**src/rtl/drum_pkg.sv**
```systemverilog
// Shared definitions for the drum mesh column engine: default widths,
// sequencer state encoding and the signed node value type.
package drum_pkg;

  localparam int ROWS_DEF   = 30;
  localparam int ADDR_W_DEF = 5;
  localparam int DATA_W_DEF = 18;

  // Sequencer states: init walk, step preamble, then four phases per row.
  typedef enum logic [2:0] {
    S_IDLE,
    S_INIT,
    S_PRE_RD,
    S_PRE_WT,
    S_RD,
    S_WT,
    S_CALC,
    S_WB
  } state_e;

  // Node value, signed 1.17 fixed point.
  typedef logic signed [DATA_W_DEF-1:0] node_t;

endpackage

```
**src/rtl/drum_col_ram.sv**
```systemverilog
// One column of node values: 1 read / 1 write synchronous RAM with a
// registered read port, shaped for block-RAM inference.
module drum_col_ram #(
  parameter int DEPTH  = 30,
  parameter int ADDR_W = 5,
  parameter int DATA_W = 18
) (
  input  logic              clk_i,
  input  logic              we_i,
  input  logic [ADDR_W-1:0] wr_addr_i,
  input  logic [DATA_W-1:0] wr_data_i,
  input  logic              re_i,
  input  logic [ADDR_W-1:0] rd_addr_i,
  output logic [DATA_W-1:0] rd_data_o
);

  logic [DATA_W-1:0] mem [DEPTH];
  logic [DATA_W-1:0] rd_data_q;

  // Write port and registered read port.
  // NOTE: the array and read register have no reset; a reset would stop the
  // tools mapping this onto a block RAM, and the column is reloaded by init.
  always_ff @(posedge clk_i) begin
    if (we_i) mem[wr_addr_i] <= wr_data_i;
    if (re_i) rd_data_q <= mem[rd_addr_i];
  end

  assign rd_data_o = rd_data_q;

endmodule

```
**src/rtl/drum_column_engine.sv**
```systemverilog
// Row sequencer for one column of the 2-D drum mesh. Walks the rows once
// per time step, feeds registered operands to an external node calculator
// and writes u(n+1) / u(n) back into the two column RAMs.
// Optional feature: define DRUM_CENTER_TAP_EN to keep the latest u(n+1)
// of the centre row on center_out; otherwise center_out is tied to 0.
module drum_column_engine
  import drum_pkg::*;
#(
  parameter int ROWS   = ROWS_DEF,
  parameter int ADDR_W = ADDR_W_DEF,
  parameter int DATA_W = DATA_W_DEF
) (
  input  logic              clock,
  input  logic              reset,
  input  logic              init,
  input  logic              start,
  input  logic [DATA_W-1:0] hit_amp,
  input  logic [DATA_W-1:0] rho_in,
  input  logic [DATA_W-1:0] u_left_in,
  input  logic [DATA_W-1:0] u_right_in,
  output logic [DATA_W-1:0] u_mid_out,
  output logic [ADDR_W-1:0] row_idx,
  output logic [DATA_W-1:0] nd_u_1_mid,
  output logic [DATA_W-1:0] nd_u_1_up,
  output logic [DATA_W-1:0] nd_u_1_down,
  output logic [DATA_W-1:0] nd_u_1_left,
  output logic [DATA_W-1:0] nd_u_1_right,
  output logic [DATA_W-1:0] nd_u_0_mid,
  output logic [DATA_W-1:0] nd_rho,
  input  logic [DATA_W-1:0] nd_u_2_mid,
  output logic              busy,
  output logic              done,
  output logic [DATA_W-1:0] center_out
);

  localparam logic [ADDR_W-1:0] LAST   = ADDR_W'(ROWS - 1);
  localparam logic [ADDR_W-1:0] CENTER = ADDR_W'(ROWS / 2);

  state_e            state_q, state_d;
  logic [ADDR_W-1:0] row_q, row_d;
  logic [DATA_W-1:0] mid_q, mid_d, up_q, up_d, down_q, down_d;
  logic [DATA_W-1:0] prev_q, prev_d, rho_q, rho_d;
  logic [DATA_W-1:0] nd_mid_q, nd_mid_d, nd_up_q, nd_up_d, nd_down_q, nd_down_d;
  logic [DATA_W-1:0] nd_left_q, nd_left_d, nd_right_q, nd_right_d;
  logic [DATA_W-1:0] nd_prev_q, nd_prev_d, nd_rho_q, nd_rho_d;
  logic              busy_q, busy_d, done_q, done_d;

  logic              curr_we, curr_re, prev_we, prev_re;
  logic [ADDR_W-1:0] curr_ra, prev_ra;
  logic [DATA_W-1:0] curr_wd, prev_wd, curr_rd, prev_rd;

  drum_col_ram #(.DEPTH(ROWS), .ADDR_W(ADDR_W), .DATA_W(DATA_W)) u_curr_ram (
    .clk_i(clock), .we_i(curr_we), .wr_addr_i(row_q), .wr_data_i(curr_wd),
    .re_i(curr_re), .rd_addr_i(curr_ra), .rd_data_o(curr_rd)
  );

  drum_col_ram #(.DEPTH(ROWS), .ADDR_W(ADDR_W), .DATA_W(DATA_W)) u_prev_ram (
    .clk_i(clock), .we_i(prev_we), .wr_addr_i(row_q), .wr_data_i(prev_wd),
    .re_i(prev_re), .rd_addr_i(prev_ra), .rd_data_o(prev_rd)
  );

  // Next-state, datapath register loads and RAM controls.
  // NOTE: every signal gets its default first so no path leaves one unassigned,
  // which would otherwise infer a latch.
  always_comb begin
    state_d    = state_q;
    row_d      = row_q;
    mid_d      = mid_q;
    up_d       = up_q;
    down_d     = down_q;
    prev_d     = prev_q;
    rho_d      = rho_q;
    nd_mid_d   = nd_mid_q;
    nd_up_d    = nd_up_q;
    nd_down_d  = nd_down_q;
    nd_left_d  = nd_left_q;
    nd_right_d = nd_right_q;
    nd_prev_d  = nd_prev_q;
    nd_rho_d   = nd_rho_q;
    done_d     = 1'b0;
    curr_we    = 1'b0;
    prev_we    = 1'b0;
    curr_wd    = '0;
    prev_wd    = '0;
    curr_re    = 1'b0;
    prev_re    = 1'b0;
    curr_ra    = row_q + ADDR_W'(1);
    prev_ra    = row_q;

    unique case (state_q)
      S_IDLE: begin
        // busy stays high through the done cycle, so requests there are dropped
        if (!busy_q) begin
          if (init) begin
            state_d = S_INIT;
            row_d   = '0;
          end else if (start) begin
            state_d = S_PRE_RD;
            row_d   = '0;
            rho_d   = rho_in;
          end
        end
      end
      S_INIT: begin
        curr_we = 1'b1;
        prev_we = 1'b1;
        curr_wd = (row_q == CENTER) ? hit_amp : '0;
        prev_wd = curr_wd;
        if (row_q == LAST) begin
          state_d = S_IDLE;
          done_d  = 1'b1;
        end else begin
          row_d = row_q + ADDR_W'(1);
        end
      end
      S_PRE_RD: begin
        curr_re = 1'b1;
        curr_ra = '0;
        state_d = S_PRE_WT;
      end
      S_PRE_WT: begin
        mid_d   = curr_rd;
        down_d  = '0;
        state_d = S_RD;
      end
      S_RD: begin
        // the row above the top edge does not exist; its value is forced to 0
        curr_re = (row_q != LAST);
        prev_re = 1'b1;
        state_d = S_WT;
      end
      S_WT: begin
        up_d    = (row_q == LAST) ? '0 : curr_rd;
        prev_d  = prev_rd;
        state_d = S_CALC;
      end
      S_CALC: begin
        nd_mid_d   = mid_q;
        nd_up_d    = up_q;
        nd_down_d  = down_q;
        nd_left_d  = u_left_in;
        nd_right_d = u_right_in;
        nd_prev_d  = prev_q;
        nd_rho_d   = rho_q;
        state_d    = S_WB;
      end
      S_WB: begin
        // the shift registers keep pre-step u(n) so later rows see old neighbours
        curr_we = 1'b1;
        curr_wd = nd_u_2_mid;
        prev_we = 1'b1;
        prev_wd = mid_q;
        down_d  = mid_q;
        mid_d   = up_q;
        if (row_q == LAST) begin
          state_d = S_IDLE;
          done_d  = 1'b1;
        end else begin
          row_d   = row_q + ADDR_W'(1);
          state_d = S_RD;
        end
      end
      default: state_d = S_IDLE;
    endcase

    busy_d = (state_d != S_IDLE) || done_d;
  end

  // State and datapath registers with synchronous active-low reset.
  // NOTE: sequential state uses non-blocking assignments so every register
  // samples its pre-edge inputs regardless of statement order.
  always_ff @(posedge clock) begin
    if (!reset) begin
      state_q    <= S_IDLE;
      row_q      <= '0;
      mid_q      <= '0;
      up_q       <= '0;
      down_q     <= '0;
      prev_q     <= '0;
      rho_q      <= '0;
      nd_mid_q   <= '0;
      nd_up_q    <= '0;
      nd_down_q  <= '0;
      nd_left_q  <= '0;
      nd_right_q <= '0;
      nd_prev_q  <= '0;
      nd_rho_q   <= '0;
      busy_q     <= 1'b0;
      done_q     <= 1'b0;
    end else begin
      state_q    <= state_d;
      row_q      <= row_d;
      mid_q      <= mid_d;
      up_q       <= up_d;
      down_q     <= down_d;
      prev_q     <= prev_d;
      rho_q      <= rho_d;
      nd_mid_q   <= nd_mid_d;
      nd_up_q    <= nd_up_d;
      nd_down_q  <= nd_down_d;
      nd_left_q  <= nd_left_d;
      nd_right_q <= nd_right_d;
      nd_prev_q  <= nd_prev_d;
      nd_rho_q   <= nd_rho_d;
      busy_q     <= busy_d;
      done_q     <= done_d;
    end
  end

`ifdef DRUM_CENTER_TAP_EN
  logic [DATA_W-1:0] center_q, center_d;

  // Centre tap: loaded by init, refreshed when the centre row is written back.
  always_comb begin
    center_d = center_q;
    if (state_q == S_INIT && row_q == CENTER)    center_d = hit_amp;
    else if (state_q == S_WB && row_q == CENTER) center_d = nd_u_2_mid;
  end

  // Centre tap register.
  always_ff @(posedge clock) begin
    if (!reset) center_q <= '0;
    else        center_q <= center_d;
  end

  assign center_out = center_q;
`else
  assign center_out = '0;
`endif

  assign u_mid_out    = mid_q;
  assign row_idx      = row_q;
  assign nd_u_1_mid   = nd_mid_q;
  assign nd_u_1_up    = nd_up_q;
  assign nd_u_1_down  = nd_down_q;
  assign nd_u_1_left  = nd_left_q;
  assign nd_u_1_right = nd_right_q;
  assign nd_u_0_mid   = nd_prev_q;
  assign nd_rho       = nd_rho_q;
  assign busy         = busy_q;
  assign done         = done_q;

endmodule

```
**config.mk**
```make
export PLATFORM = sky130hd
export DESIGN_NAME = drum_column_engine
export DESIGN_NICKNAME = d
export VERILOG_FILES = /design/src/rtl/drum_pkg.sv /design/src/rtl/drum_col_ram.sv /design/src/rtl/drum_column_engine.sv
export SDC_FILE = /design/constraint.sdc
export NUM_CORES = 2
export LEC_CHECK = 0
export ABC_AREA = 1
export BUFFER_PORTS_ARGS = -buffer_cell sky130_fd_sc_hd__buf_2
export CORE_ASPECT_RATIO = 2
export CORE_MARGIN = 10
export CORE_UTILIZATION = 30
export DETAILED_ROUTE_END_ITERATION = 7
export PLACE_DENSITY = 0.41
export SYNTH_ARGS = -nofsm -noshare
export SYNTH_HDL_FRONTEND = slang
export SYNTH_SLANG_ARGS = --single-unit
```
**constraint.sdc**
```tcl
create_clock -name clock -period 4 [get_ports clock]
set_clock_uncertainty 0.1 [all_clocks]
set_input_delay 0.8 -clock clock [delete_from_list [all_inputs] [get_ports clock]]
set_output_delay 0.8 -clock clock [all_outputs]
set_load 0.1 [all_outputs]
```
# After elaboration in Yosys (flattened, before gate mapping)
# Memories as Yosys holds them, arrays and structs flattened. A register that Yosys moved wholly into a read port is not among the register bits.
# Index checks and enable logic that the tools add are counted.
word_totals:
  ff_bits: 226
  ram_bits: 1080
  in_bits: 94
  out_inout_bits: 169
  wordCells: 67
  memories: 2
mem_list:
  columns: ["memory", "words", "word_bits", "read_ports", "rd_clocked_by_memory_dff", "wr", "line_no", "rtl"]
  rows:
  - ["u_curr_ram.mem", 30, 18, 1, 1, 1, "drum_col_ram.sv:17", "logic [DATA_W-1:0] mem [DEPTH];"]
  - ["u_prev_ram.mem", 30, 18, 1, 1, 1, "drum_col_ram.sv:17", null]
op_classes:
  addsub: 1
  n_eq_ne: 13
  mux: 25
  bitwise: 2
  n_reduce_logical: 8
op_table:
  columns: ["operator", "n"]
  rows:
  - ["$pmux 18 s2", 4]
  - ["$mux 18", 2]
  - ["$mux 5", 5]
  - ["$pmux 3 s8", 1]
  - ["$mux 3", 5]
  - ["$eq 3x3->1 const B", 4]
  - ["$pmux 5 s2", 1]
  - ["$reduce_and 4->1", 2]
  - ["$eq 3x2->1 const B", 2]
  - ["$mux 1", 6]
  - ["$add 5x1->5 const B", 1]
  - ["$eq 5x4->1 const B", 1]
  - ["$eq 5x5->1 const B", 1]
  - ["$ne 5x5->1 const B", 1]
  - ["$ne 2x2->1 const B", 2]
  - ["$reduce_bool 2->1", 2]
  - ["$eq 3x1->1 const B", 1]
  - ["$logic_not 3->1", 1]
  - ["$ne 3x3->1 const B", 1]
  - ["$reduce_bool 3->1", 1]
  - ["$not 1->1", 2]
  - ["$pmux 1 s2", 1]
  - ["$reduce_or 2->1", 1]
  - ["$logic_or 1x1->1", 1]

# Longest topological paths before layout
logic_depth:
  depth_word: 6
  ltp_mapped: 17
  depth_no_buf: 12

# Modules after synthesis
# A second synthesis with hierarchy kept.
unflattened:
  hier_cells: 5013
  area_unflattened_um2: 54088.1
by_module_without_submodules:
  columns: ["mod", "n_inst", "cells_per_inst", "area_per_inst_um2", "seq_area_each_um2"]
  rows:
  - ["drum_col_ram", 2, 1902, 22560.4, 16756.1]
  - ["drum_column_engine", 1, 1209, 8967.4, 4524.3]

# Worst setup path before layout
# OpenSTA, ideal clock, no wires.
synth_path:
  kind: "register to register"
  start: "reg row_q[2], in the netlist row_idx[2]"
  end: "mem u_curr_ram.mem[12][0], enable pin"
  setup_ps: 429
  arrival_ps: 3590
  required_ps: 3471
  slack_ps: -119
  stages_incl_launch_ff: 7
  path_buffers: 2
  period_less_slack_ps: 4119
  cell_sequence: "dfxtp_1 -> buf_4 -> inv_2 -> nor3_2 -> buf_2 -> inv_1 -> nor2_1"
synth_rtl:
  columns: ["element", "line_no", "rtl"]
  rows:
  - ["start: declaration", "drum_column_engine.sv:40", "logic [ADDR_W-1:0] row_q, row_d;"]
  - ["start signal: assignment", "drum_column_engine.sv:192", "row_q <= row_d;"]
  - ["end: declaration", "drum_col_ram.sv:17", null]
# No word-level cell before the write port.

# Worst setup path in the final report
layout_path:
  start: "reg row_q[0], in the netlist row_idx[0]"
  end: "out row_idx[0]"
layout_rtl:
  columns: ["element", "line_no", "rtl"]
  rows:
  - ["end: declaration", "drum_column_engine.sv:22", "output logic [ADDR_W-1:0] row_idx,"]
# No word-level cell between the ends.

==> impl_metrics.yaml <==
setup_path:
  worst-path-buf-inv: 2
  endpoint: "row_idx[0]"
  start_kind: "flip-flop"
  crit_chain: "buf_12, buf_2"
  cp.depth: 2
  r2r_slack_ps: 650
  r2r-start: "row_idx[4]$_SDFFE_PN0P_"
  endpoint_kind: "primary output"
  r2r_cells: 7
  rr_endpoint: "u_curr_ram.mem[29][4]$_DFFE_PP_"
  worstPathRequired_ps: 3100
  crit_slowest_cell: "buf_2"
  crit_fanout: 139
  worstPathArrival_ps: 2470
  slowest_delay_ps: 570
  critPathLaunch: "row_idx[0]$_SDFFE_PN0P_"
  crit_type: "reg -> out"
  cp_top_family: "buffers and inverters"
place:
  dpl.hpwl_mm: 123
  place_area_sq_mm: 0.0589
  place_congestion: 0.780
  dp_cells: 7308
  port_buffers: 244
  pre_cts_ws_ps: 658
die:
  core_area_sq_mm: 0.179
  die_y_um: 620
  rows: 220
  start_util: 0.301
  ios: 263
  dieArea_sq_mm: 0.199
  die_x_um: 320
cells_and_area:
  final_nets: 5220
  mostFrequentLayoutCells: "1,116 x edfxtp_1, 902 x nand2_1, 567 x nor2_1, 490 x nand3_1, 360 x o21ai_0"
  final_common_cell: "edfxtp_1"
  utilization: 0.352
  final_layout_size_suffix_gt1_frac: 0.134
  final_area_sq_mm: 0.0631
  stdcell_count: 7553
  syn2layout_area_growth_pct: 16.7
global_route:
  grt.total_usage: 0.198
  grt_pass1_vias: 37100
  grt_pass1_wl_mm: 284
  antenna_found_initial: 7
  grt_max_degree: 164
  overflow: 0
logic_synthesis:
  netlist.area_leader.share: 0.620
  synth_compound_area_frac: 0.0726
  synth_top_family_by_area: "simple AND/OR/NAND/NOR gates"
  syn_inst: 4879
  synth_simple_gate_area_share: 0.173
  ys_warn_count: 0
  avgSynthCellArea_sq_um: 11.1
  synthXorXnorAreaFrac: 0.000324
  synth_area_leader_cell: "edfxtp_1"
  synthAdderAreaFrac: 0.00116
  syn_area_sq_mm: 0.0541
  synthTopCellsByArea: "edfxtp_1 62%, dfxtp_1 8.4%, nand2_1 6.3%"
  synth-seq-area-share: 0.704
  ys_types: 37
  synth_seq_cells: 1342
  synth_ff_type: "edfxtp_1"
  synth.area.mux_share: 0.00111
  synth_edf_count: 1116
  synth_async_sr_flop_share: 0
clock_network:
  cts_root_buf: "clkbuf_16"
  clock_sinks: 1342
  cts_buffer_depth: 4
  clkTransAtPathRegs_ps: 70
  post_cts_buffers: 0
  htreeDepth: 4
  cts_tree: "done"
  numCtsBuffers: 142
  hold_buffers: 0
  cts_resized: 0
  insertion_delay_ps: 800
routing:
  wire_per_inst_um: 26.9
  drt_first_pass_iters: 5
  wl_mm: 203
  dr_total_vias: 37600
  vias_per_cell: 4.98
  drcViolationCount: 0
  drtIter0Drc: 2994
  antenna_left: 0
power:
  p_comb_frac: 0.108
  p_leak_nw: 24.7
  peakVddDrop_v: 0.000258
  p_int_mw: 23.1
  p_sw_frac: 0.262
  cellPowerDensity_mw_per_mm2: 496
  power.share.sequential: 0.486
  clock_power_share: 0.406
  power.total_mw: 31.3
  p_sw_mw: 8.21
sta:
  period_needed_ps: 3370
  hold_viol: 0
  setup_violations: 0
  timing.slew.headroom: 0.286
  max_freq_mhz: 297
  tightest_slew_ps: 1070
  rsz0062_at_grt: "no"
  layout_setup_ws_ps: 630
  slew_viol_final: 0
  post-route-period-util: 0.843
run_status:
  outcome: "complete, no violations"
job:
  maxCapViolations: 0
min_path:
  min_path_type: "in -> reg"
[layout make-up]
class | instances | area (sq um)
multi-input combinational | 2935 | 13900
inverter | 285 | 1090
sequential | 1342 | 38000
clock buffer | 188 | 3870
fill | 17900 | 116000
timing repair buffer | 415 | 2920
tap | 2331 | 2920
clock inverter | 53 | 370
antenna | 4 | 10.0
[Yosys cell counts, drive strengths merged, types with 4 or more instances]
master,count
a21oi,201
a22o,4
buf,164
clkbuf,170
clkinv,6
dfxtp,226
edfxtp,1116
ha,5
inv,279
mux2i,6
nand2,907
nand3,492
nand3b,139
nand4,18
nor2,597
o2111ai,4
o211ai,4
o21a,5
o21ai,400
o22ai,118
or2,6
[power by group through the flow]
stage	Sequential (mW)	Clock, mW	Combinational [mW]
floorplan	15.5	0	2.22
global placement	15.5	0	3.44
detailed placement	15.5	0	3.44
CTS	15.2	13.0	3.45
global route	15.2	13.5	3.75
finish	15.2	12.7	3.39
[sequential cells by signal (all words and copies together) (netlist names), 5 cells and up]
name	flops
down_q	18
nd_rho	18
nd_u_0_mid	18
nd_u_1_down	18
nd_u_1_left	18
nd_u_1_mid	18
nd_u_1_right	18
nd_u_1_up	18
prev_q	18
rho_q	18
row_idx	5
u_curr_ram.mem	540
u_curr_ram.rd_data_o	18
u_mid_out	18
u_prev_ram.mem	540
u_prev_ram.rd_data_o	18
up_q	18
[worst min path at each step]
stage                                       from  slack (ps)  cells past startpoint                           end
floorplan                 prev_q[0]$_SDFFE_PN0P_         350                      2        prev_q[0]$_SDFFE_PN0P_
global placement    nd_u_1_down[15]$_SDFFE_PN0P_         350                      2  nd_u_1_down[15]$_SDFFE_PN0P_
detailed placement        nd_rho[8]$_SDFFE_PN0P_         350                      2        nd_rho[8]$_SDFFE_PN0P_
CTS                                    rho_in[9]         120                      3         rho_q[9]$_SDFFE_PN0P_
global route                        u_left_in[2]         170                      3   nd_u_1_left[2]$_SDFFE_PN0P_
finish                                 rho_in[9]         170                      3         rho_q[9]$_SDFFE_PN0P_
[worst reg2reg max path: cells and delay by family (launching register included)]
family        cells  cell delay [ps]
buf+inv           3             1090
simple gates      4             1210
flops             1              580
[metal layers]
layer | part of all wire | track usage
met1 | 0.38 | 0.221
met2 | 0.53 | 0.374
met3 | 0.042 | 0.0261
met4 | 0.045 | 0.0812
met5 | 0.00011 | 0
[kinds of logic (layout without fill, tap and decap cells)]
kind of cell	count (synthesis)	count (layout)
buffers and inverters	619	941
flip-flops	1342	1342
multiplexers	6	6
other	1	22
AND/OR/NAND/NOR	2162	2162
AO/OA/AOI/OAI	742	742
XOR/XNOR	2	2
adder cells (fa/ha/maj)	5	5
[per-stage QoR]
step / TNS (ps) / hold slack, ps
after floorplan: -33100 / 345
after global placement: 0 / 347
after detailed placement: 0 / 350
after CTS: 0 / 121
after global routing: 0 / 169
final: 0 / 168
Power figures use the tool's default switching activity.
